### config.mk
export PLATFORM = sky130hd
export DESIGN_NAME = conv_seq_ctrl
export DESIGN_NICKNAME = d
export VERILOG_FILES = /design/src/rtl/conv_pkg.sv /design/src/rtl/conv_seq_pipe.sv /design/src/rtl/conv_seq_ctrl.sv
export SDC_FILE = /design/constraint.sdc
export NUM_CORES = 1
export LEC_CHECK = 0
export BUFFER_PORTS_ARGS = -buffer_cell sky130_fd_sc_hd__buf_4
export CAP_MARGIN = 20
export CORE_MARGIN = 1
export CORE_UTILIZATION = 45
export CTS_CLUSTER_DIAMETER = 50
export DETAILED_ROUTE_END_ITERATION = 10
export GPL_TIMING_DRIVEN = 1
export HOLD_SLACK_MARGIN = 0.03
export PLACE_DENSITY = 0.66
export SYNTH_ARGS = -nofsm -noshare
export SYNTH_HDL_FRONTEND = slang
export SYNTH_HIERARCHICAL = 1
export SYNTH_SLANG_ARGS = --single-unit
export TNS_END_PERCENT = 100
### constraint.sdc
create_clock -name clk -period 6 [get_ports clk]
set_input_delay 1.2 -clock clk [delete_from_list [all_inputs] [get_ports clk]]
set_output_delay 1.2 -clock clk [all_outputs]
set_load 0.01 [all_outputs]
### src/rtl/conv_pkg.sv
// Shared conv types: sequencer state encoding and geometry helpers.
package conv_pkg;

    typedef enum logic [1:0] {
        S_IDLE,
        S_STREAM,
        S_DRAIN,
        S_DONE
    } seq_state_e;

    function automatic int kk_f(input int k);
        return k * k;
    endfunction

    function automatic int npix_f(input int d);
        return d * d;
    endfunction

    function automatic int outw_f(input int d, input int k, input int s);
        return (d - k) / s + 1;
    endfunction

    function automatic int nout_f(input int d, input int k, input int s);
        return outw_f(d, k, s) * outw_f(d, k, s);
    endfunction

    localparam int KK_DEF   = kk_f(5);
    localparam int NPIX_DEF = npix_f(32);
    localparam int NOUT_DEF = nout_f(32, 5, 1);
    localparam int X_AW_DEF = $clog2(NPIX_DEF);
    localparam int K_AW_DEF = $clog2(KK_DEF);
    localparam int O_AW_DEF = $clog2(NOUT_DEF);

endpackage

### src/rtl/conv_seq_pipe.sv
// Aligns issued buffer reads with their 1-cycle read data and
// registers the result onto the conv_simple input bus.
module conv_seq_pipe
    import conv_pkg::*;
#(
    parameter int DATA_BW   = 8,
    parameter int WEIGHT_BW = 8,
    parameter int ADDR_BW   = 5
) (
    input  logic                 clk,
    input  logic                 rst_n,
    input  logic                 flush_i,
    input  logic                 iss_i,
    input  logic                 wld_i,
    input  logic [ADDR_BW-1:0]   addr_i,
    input  logic [DATA_BW-1:0]   x_i,
    input  logic [WEIGHT_BW-1:0] w_i,
    output logic [DATA_BW-1:0]   cv_x_o,
    output logic [WEIGHT_BW-1:0] cv_w_o,
    output logic [ADDR_BW-1:0]   cv_addr_o,
    output logic                 cv_w_en_o,
    output logic                 cv_valid_o
);

    logic               iss_q;
    logic               wld_q;
    logic [ADDR_BW-1:0] a_q;

    always_ff @(posedge clk or negedge rst_n) begin
        if (!rst_n) begin
            iss_q      <= 1'b0;
            wld_q      <= 1'b0;
            a_q        <= '0;
            cv_valid_o <= 1'b0;
            cv_w_en_o  <= 1'b0;
            cv_x_o     <= '0;
            cv_w_o     <= '0;
            cv_addr_o  <= '0;
        end else if (flush_i) begin
            iss_q      <= 1'b0;
            wld_q      <= 1'b0;
            a_q        <= '0;
            cv_valid_o <= 1'b0;
            cv_w_en_o  <= 1'b0;
            cv_x_o     <= '0;
            cv_w_o     <= '0;
            cv_addr_o  <= '0;
        end else begin
            iss_q      <= iss_i;
            wld_q      <= iss_i & wld_i;
            a_q        <= addr_i;
            // read data is valid now for the request issued last cycle
            cv_valid_o <= iss_q;
            cv_x_o     <= iss_q ? x_i : '0;
            cv_w_en_o  <= wld_q;
            cv_addr_o  <= wld_q ? a_q : '0;
            cv_w_o     <= wld_q ? w_i : '0;
        end
    end

endmodule

### src/rtl/conv_seq_ctrl.sv
// Runs conv_simple over a stored image for N filters: stream pixels,
// load weights on the first KK pixels, drain results, next filter.
module conv_seq_ctrl
    import conv_pkg::*;
#(
    parameter int KERNEL_SIZE = 5,
    parameter int DATA_SIZE   = 32,
    parameter int STRIDE      = 1,
    parameter int DATA_BW     = 8,
    parameter int WEIGHT_BW   = 8,
    parameter int SUM_BW      = 16,
    parameter int ADDR_BW     = 5,
    parameter int FILT_BW     = 4,
    parameter int DRAIN_TO    = 255,
    localparam int XA_W = $clog2(npix_f(DATA_SIZE)),
    localparam int KA_W = $clog2(kk_f(KERNEL_SIZE)),
    localparam int YO_W = $clog2(nout_f(DATA_SIZE, KERNEL_SIZE, STRIDE)),
    localparam int WA_W = FILT_BW + KA_W,
    localparam int YA_W = FILT_BW + YO_W
) (
    input  logic                 clk,
    input  logic                 rst_n,
    input  logic                 i_start,
    input  logic                 i_abort,
    input  logic [FILT_BW-1:0]   i_num_filt,
    output logic                 o_x_rd_en,
    output logic [XA_W-1:0]      o_x_rd_addr,
    input  logic [DATA_BW-1:0]   i_x_rd_data,
    output logic                 o_w_rd_en,
    output logic [WA_W-1:0]      o_w_rd_addr,
    input  logic [WEIGHT_BW-1:0] i_w_rd_data,
    output logic [DATA_BW-1:0]   o_cv_x,
    output logic [WEIGHT_BW-1:0] o_cv_w,
    output logic [ADDR_BW-1:0]   o_cv_addr,
    output logic                 o_cv_w_en,
    output logic                 o_cv_valid,
    input  logic [SUM_BW-1:0]    i_cv_y,
    input  logic                 i_cv_valid,
    output logic                 o_y_wr_en,
    output logic [YA_W-1:0]      o_y_wr_addr,
    output logic [SUM_BW-1:0]    o_y_wr_data,
    output logic                 o_busy,
    output logic                 o_done,
    output logic                 o_err
);

    localparam int KK   = kk_f(KERNEL_SIZE);
    localparam int NPIX = npix_f(DATA_SIZE);
    localparam int NOUT = nout_f(DATA_SIZE, KERNEL_SIZE, STRIDE);
    localparam int OC_W = $clog2(NOUT + 1);
    localparam int WD_W = $clog2(DRAIN_TO + 1);

    localparam logic [XA_W-1:0] P_LAST = XA_W'(NPIX - 1);
    localparam logic [XA_W-1:0] P_KK   = XA_W'(KK);
    localparam logic [OC_W-1:0] O_FULL = OC_W'(NOUT);
    localparam logic [WD_W-1:0] WD_MAX = WD_W'(DRAIN_TO);
    localparam logic [WA_W-1:0] W_STEP = WA_W'(KK);
    localparam logic [YA_W-1:0] Y_STEP = YA_W'(NOUT);

    seq_state_e         state_q;
    logic [FILT_BW-1:0] nf_q;
    logic [FILT_BW-1:0] filt_q;
    logic [XA_W-1:0]    p_q;
    logic [OC_W-1:0]    out_q;
    logic [WD_W-1:0]    wd_q;
    logic [WA_W-1:0]    wbase_q;
    logic [YA_W-1:0]    ybase_q;

    logic streaming;
    logic w_ld;
    logic out_full;
    logic last_filt;
    logic cap;

    assign streaming = (state_q == S_STREAM);
    assign w_ld      = streaming && (p_q < P_KK);
    assign out_full  = (out_q == O_FULL);
    assign last_filt = (({1'b0, filt_q} + 1'b1) == {1'b0, nf_q});
    assign cap       = i_cv_valid && (state_q != S_IDLE) && !out_full;

    assign o_x_rd_en   = streaming;
    assign o_x_rd_addr = p_q;
    assign o_w_rd_en   = w_ld;
    assign o_w_rd_addr = w_ld ? (wbase_q + WA_W'(p_q)) : '0;
    assign o_busy      = streaming || (state_q == S_DRAIN);

    conv_seq_pipe #(
        .DATA_BW   (DATA_BW),
        .WEIGHT_BW (WEIGHT_BW),
        .ADDR_BW   (ADDR_BW)
    ) u_pipe (
        .clk        (clk),
        .rst_n      (rst_n),
        .flush_i    (i_abort),
        .iss_i      (streaming),
        .wld_i      (w_ld),
        .addr_i     (ADDR_BW'(p_q)),
        .x_i        (i_x_rd_data),
        .w_i        (i_w_rd_data),
        .cv_x_o     (o_cv_x),
        .cv_w_o     (o_cv_w),
        .cv_addr_o  (o_cv_addr),
        .cv_w_en_o  (o_cv_w_en),
        .cv_valid_o (o_cv_valid)
    );

    always_ff @(posedge clk or negedge rst_n) begin
        if (!rst_n) begin
            state_q     <= S_IDLE;
            nf_q        <= '0;
            filt_q      <= '0;
            p_q         <= '0;
            out_q       <= '0;
            wd_q        <= '0;
            wbase_q     <= '0;
            ybase_q     <= '0;
            o_y_wr_en   <= 1'b0;
            o_y_wr_addr <= '0;
            o_y_wr_data <= '0;
            o_done      <= 1'b0;
            o_err       <= 1'b0;
        end else begin
            o_done    <= 1'b0;
            o_y_wr_en <= 1'b0;
            if (i_abort) begin
                state_q <= S_IDLE;
            end else begin
                if (cap) begin
                    o_y_wr_en   <= 1'b1;
                    o_y_wr_addr <= ybase_q + YA_W'(out_q);
                    o_y_wr_data <= i_cv_y;
                    out_q       <= out_q + 1'b1;
                end
                unique case (state_q)
                    S_IDLE: begin
                        if (i_start) begin
                            nf_q    <= i_num_filt;
                            filt_q  <= '0;
                            p_q     <= '0;
                            out_q   <= '0;
                            wd_q    <= '0;
                            wbase_q <= '0;
                            ybase_q <= '0;
                            o_err   <= 1'b0;
                            state_q <= (i_num_filt == '0) ? S_DONE : S_STREAM;
                        end
                    end
                    S_STREAM: begin
                        if (p_q == P_LAST) begin
                            p_q     <= '0;
                            wd_q    <= '0;
                            state_q <= S_DRAIN;
                        end else begin
                            p_q <= p_q + 1'b1;
                        end
                    end
                    S_DRAIN: begin
                        if (out_full) begin
                            if (last_filt) begin
                                state_q <= S_DONE;
                            end else begin
                                filt_q  <= filt_q + 1'b1;
                                wbase_q <= wbase_q + W_STEP;
                                ybase_q <= ybase_q + Y_STEP;
                                p_q     <= '0;
                                out_q   <= '0;
                                wd_q    <= '0;
                                state_q <= S_STREAM;
                            end
                        end else if (wd_q == WD_MAX) begin
                            o_err   <= 1'b1;
                            state_q <= S_DONE;
                        end else begin
                            wd_q <= wd_q + 1'b1;
                        end
                    end
                    S_DONE: begin
                        o_done  <= 1'b1;
                        state_q <= S_IDLE;
                    end
                    default: state_q <= S_IDLE;
                endcase
            end
        end
    end

endmodule

## Yosys cells after proc, flatten, opt, wreduce, memory -nomap -nowiden

Cells that the tools add are included.
Widths: inputs -> output; s select.

- Bits in registers: 124
- Output and inout bits: 78

- Add/sub/neg operators: 9
- $lt $le $gt $ge: 1
- Equality and inequality tests: 18
- Muxes and demuxes: 56
- Bitwise gates (word level): 2
- Reduce and logical (&&, ||, !) cells: 17

Operator list:

| operator | count |
|---|---|
| $mux 10 | 8 |
| $mux 8 | 9 |
| $mux 14 | 3 |
| $mux 9 | 4 |
| $pmux 10 s3 | 1 |
| $pmux 14 s2 | 1 |
| $pmux 8 s3 | 1 |
| $add 10x1->10 const B | 2 |
| $eq 10x10->1 const B | 2 |
| $pmux 10 s2 | 1 |
| $pmux 9 s2 | 1 |
| $mux 5 | 3 |
| $reduce_and 5->1 | 3 |
| $add 14x10->14 | 1 |
| $add 14x10->14 const B | 1 |
| $mux 2 | 7 |
| $mux 4 | 3 |
| $mux 1 | 11 |
| $lt 10x5->1 const B | 1 |
| $add 9x5->9 const B | 1 |
| $add 9x9->9 | 1 |
| $ne 3x3->1 const B | 3 |
| $add 8x1->8 const B | 1 |
| $eq 8x8->1 const B | 1 |
| 24 further kinds | 33 |

## Logic depth before layout (Yosys ltp)

- Word-level depth: 7
- Mapped depth: 9

## Hierarchy

The synthesis kept the hierarchy.

Modules (own cells, without submodules):

| module | times used | cells each | area an instance (um2) | sequential area each (um2) |
|---|---|---|---|---|
| conv_seq_ctrl | 1 | 502 | 5069.9 | 2252.2 |
| conv_seq_pipe | 1 | 64 | 1013.5 | 750.7 |

## Worst setup path before layout

OpenSTA, ideal clock, no wires.

- Path type: register to output
- Start: reg p_q[0], in the netlist o_x_rd_addr[0]
- End: out o_w_rd_addr[8]
- Arrival time: 1895 ps
- Data required time: 4800 ps
- Slack: 2905 ps
- Cell stages (with the launch flop): 10
- Path buffers: 0
- Cells stage by stage: dfrtp_1 > ha_1 > inv_1 > fa_1 > nor2b_1 > o21ai_0 > a21oi_1 > o31ai_1 > xnor2_1 > and2_1

- Word-level cells in the longest chain between the ends: 3
- Elaborated cells between the ends (all ways): 4
- Those cells by class: 1 x add/sub; 1 x order compare; 1 x mux; 1 x reduce/logical

RTL lines:

| element | line | text |
|---|---|---|
| start, declared | conv_seq_ctrl.sv:63 | `logic [XA_W-1:0] p_q;` |
| start signal, assigned | conv_seq_ctrl.sv:154 | `p_q <= p_q + 1'b1;` |
| $lt 10x5->1 | conv_seq_ctrl.sv:76 | `assign w_ld = streaming && (p_q < P_KK);` |
| $logic_and 1x1->1 | conv_seq_ctrl.sv:76 |  |
| $mux 9 * | conv_seq_ctrl.sv:84 | `assign o_w_rd_addr = w_ld ? (wbase_q + WA_W'(p_q)) : '0;` |
| end, declared | conv_seq_ctrl.sv:30 | `output logic [WA_W-1:0] o_w_rd_addr,` |

Every way passes the cells marked *; elsewhere a longest branch is shown, timed or not.

## Worst setup path in the final report

Same ends and word-level chain as after synthesis.

==> flow_metrics.tcl <==
set metrics [dict create \
    status "finished clean" \
    rows 42 \
    synth_nets 636 \
    timing.rr.end "wd_q[3]$_DFFE_PN0P_" \
    cp.depth 10 \
    p_leak_nw 3.86 \
    synth_area_leader_cell "dfrtp_1" \
    crit_start "o_x_rd_addr[0]$_DFFE_PN0P_" \
    tns_ps 0 \
    antenna_cells 0 \
    synth_commonest_cells "120 x dfrtp_1, 54 x nor2_1, 44 x nand2_1" \
    wire_per_inst_um 14.8 \
    syn_to_final_growth_pct 28.0 \
    min_from "u_pipe/a_q[4]$_DFF_PN0_" \
    hold_viol_final 0 \
    detail-route-antenna-nets 0 \
    clk_pin_slew_ps 50 \
    syn-cell-area_um2 6080 \
    place_ws_ps 2710 \
    syn_inst 566 \
    critPathMaxFanout 8 \
    nets 757 \
    postCtsResizedCells 0 \
    grt_max_degree 80 \
    fmax_ghz 0.268 \
    cap_viol_max_count 0 \
    ff_latch_area_um2 3000 \
    totalPowerFinal_mw 3.18 \
    viasPerCell 5.29 \
    crit_path_end_kind "primary output" \
    clock-skew-final_ps 8.85 \
    cts_hold_buffers 0 \
    port_buffers 118 \
    drc 0 \
    dp_cells 844 \
    die_area_um2 14000 \
    worstSetupEndpoint "o_w_rd_addr[8]" \
    finalMaxSlewViolations 0 \
    tritoncts "yes" \
    drt-initial-drc-count 243 \
    die_x_um 118 \
    track_usage 0.200 \
    rrSetupSlack_ps 3310 \
    cts_num_sinks 120 \
    gp_congestion 0.917 \
    cts_buffer_depth 2 \
    worst_slew_pin_slew_ps 970 \
    clock-root-buffer "clkbuf_16" \
    drive_above_1_share 0.244 \
    numCtsBuffers 17 \
    synth_cell_types 63 \
    grt_pass1_wl_um 22200 \
    crit_slowest_cell "dfrtp_1" \
    first_global_vias 4690 \
    ys_seq_elements 120 \
    rsz0062_at_grt "no" \
    synthArstFlopShare 1.00 \
    postCtsSetupBuffers 0 \
    rr_worst_depth 7 \
    worstHoldPathType "register to register" \
    crit_family "adder cells" \
    core_um2 13200 \
    cp_cell_sequence "ha_1 -> inv_1 -> fa_1 -> nor2b_1 -> o21ai_0 -> a21oi_1 -> o31ai_1 -> xnor2_1 -> and2_1 -> buf_4" \
    synth.top_cell.area_share 0.494 \
    synthFlopType "dfrtp_1" \
    worstPathRequired_ps 4800 \
    crit_type "register to primary output" \
    multi_input_area_um2 2940 \
    crit_arrival_ps 2540 \
    fillers 1136 \
    post-route-period-util 0.623 \
    gr-total-overflow 0 \
    p_per_area_nw_per_um2 409 \
    grt_antenna_before_repair 0 \
    synth_warnings 6 \
    num_vias 4631 \
    setup_ws_ps 2260 \
    yosys.cell_count.top_type "dfrtp_1" \
    start_util 0.461 \
    synthTopCellsByArea "dfrtp_1 49%, ha_1 5.8%, mux2_1 4.3%" \
    fin_crit_ps 3740 \
    ir_drop_v 0.000264 \
    dp_hpwl_um 9260 \
    clock_latency_ps 410 \
    rr_startpoint "state_q[0]$_DFFE_PN0P_" \
    cts_max_level 4 \
    instances_no_fill 876 \
    avgSynthCellArea_um2 10.7 \
    setup_violations 0 \
    die-height_um 118 \
    crit_path_start_kind "register" \
    critPathMaxStageDelay_ps 460 \
    fin_util 0.590 \
    io_pins 119 \
    synth_edf_count 0 \
    max_slew_margin 0.354 \
    yosysSeqAreaShare 0.494 \
    wirelength_um 12900 \
    crit_buf_inv 2 \
    drt_first_pass_iters 6 \
]
report_power, final:
part / leakage, nW / switching [mW] / total [mW] / internal, mW
logic: 1.95 / 0.493 / 0.932 / 0.438
registers: 1.60 / 0.155 / 1.14 / 0.985
clock network: 0.314 / 0.372 / 1.11 / 0.738
total: 3.86 / 1.02 / 3.18 / 2.16
area by class of cell:
| type | count | area share |
|---|---|---|
| clock buffer | 17 | 0.0546 |
| sequential | 120 | 0.386 |
| tap | 176 | 0.0283 |
| clock inverter | 15 | 0.0288 |
| timing repair buffer | 122 | 0.118 |
| inverter | 16 | 0.00771 |
| multi-input combinational | 410 | 0.377 |
registers in the layout, summed over array words and instances (netlist names), 2 cells and up:
signal and flops:
wbase_q 9, o_y_wr_addr 14, o_y_wr_data 16, nf_q 4, u_pipe/cv_addr_o 5, u_pipe/a_q 5, filt_q 4, out_q 10
u_pipe/cv_w_o 8, wd_q 8, ybase_q 10, o_x_rd_addr 10, u_pipe/cv_x_o 8, state_q 2
metal layers:
layer	track usage	share of wire	vias to the layer above
li1	-	-	2232
met1	0.251	0.46	2232
met2	0.323	0.47	145
met3	0.0603	0.052	22
met4	0.0761	0.021	0
met5	0	0	-
through the flow:
stage / area (um2) / hold WS [ps]
after floorplan: 6080 / 462
after global placement: 7140 / 465
after detailed placement: 7140 / 471
after CTS: 7790 / 479
after global routing: 7790 / 507
final: 7790 / 477
layout by cell type, fill, tap and decap left out, drive strengths merged, types with 4 or more instances in the layout:
cell type  instances
nor2b             15
o31ai              6
a21oi             18
bufinv             5
nor3              14
o41ai              4
o21ai             23
clkinv             6
clkbuf            17
nor2              55
xnor2             24
xor2              29
and3b             22
mux2              27
a21o               8
inv               18
dfrtp            120
nand3             19
nand2             44
or3                8
buf              122
and2               5
ha                28
nand4             10
worst min path at each step:
stage                               endpoint  slack [ps]  depth (start not counted)
4_1_cts        u_pipe/cv_addr_o[4]$_DFF_PN0_         480                          1
3_5_place_dp   u_pipe/cv_addr_o[4]$_DFF_PN0_         470                          1
3_3_place_gp   u_pipe/cv_addr_o[3]$_DFF_PN0_         460                          1
5_1_grt        u_pipe/cv_addr_o[4]$_DFF_PN0_         510                          1
6_report       u_pipe/cv_addr_o[4]$_DFF_PN0_         480                          1
2_1_floorplan  u_pipe/cv_addr_o[0]$_DFF_PN0_         460                          1
kinds of logic after synthesis:
logic type               synth area share
flip-flops                          0.494
other                            0.000616
AND/OR/NAND/NOR                     0.189
buffers and inverters              0.0259
adder cells (fa/ha/maj)            0.0609
AO/OA/AOI/OAI                       0.100
multiplexers                       0.0533
XOR/XNOR                           0.0763
Note: power is estimated with default switching activity, not from simulation.
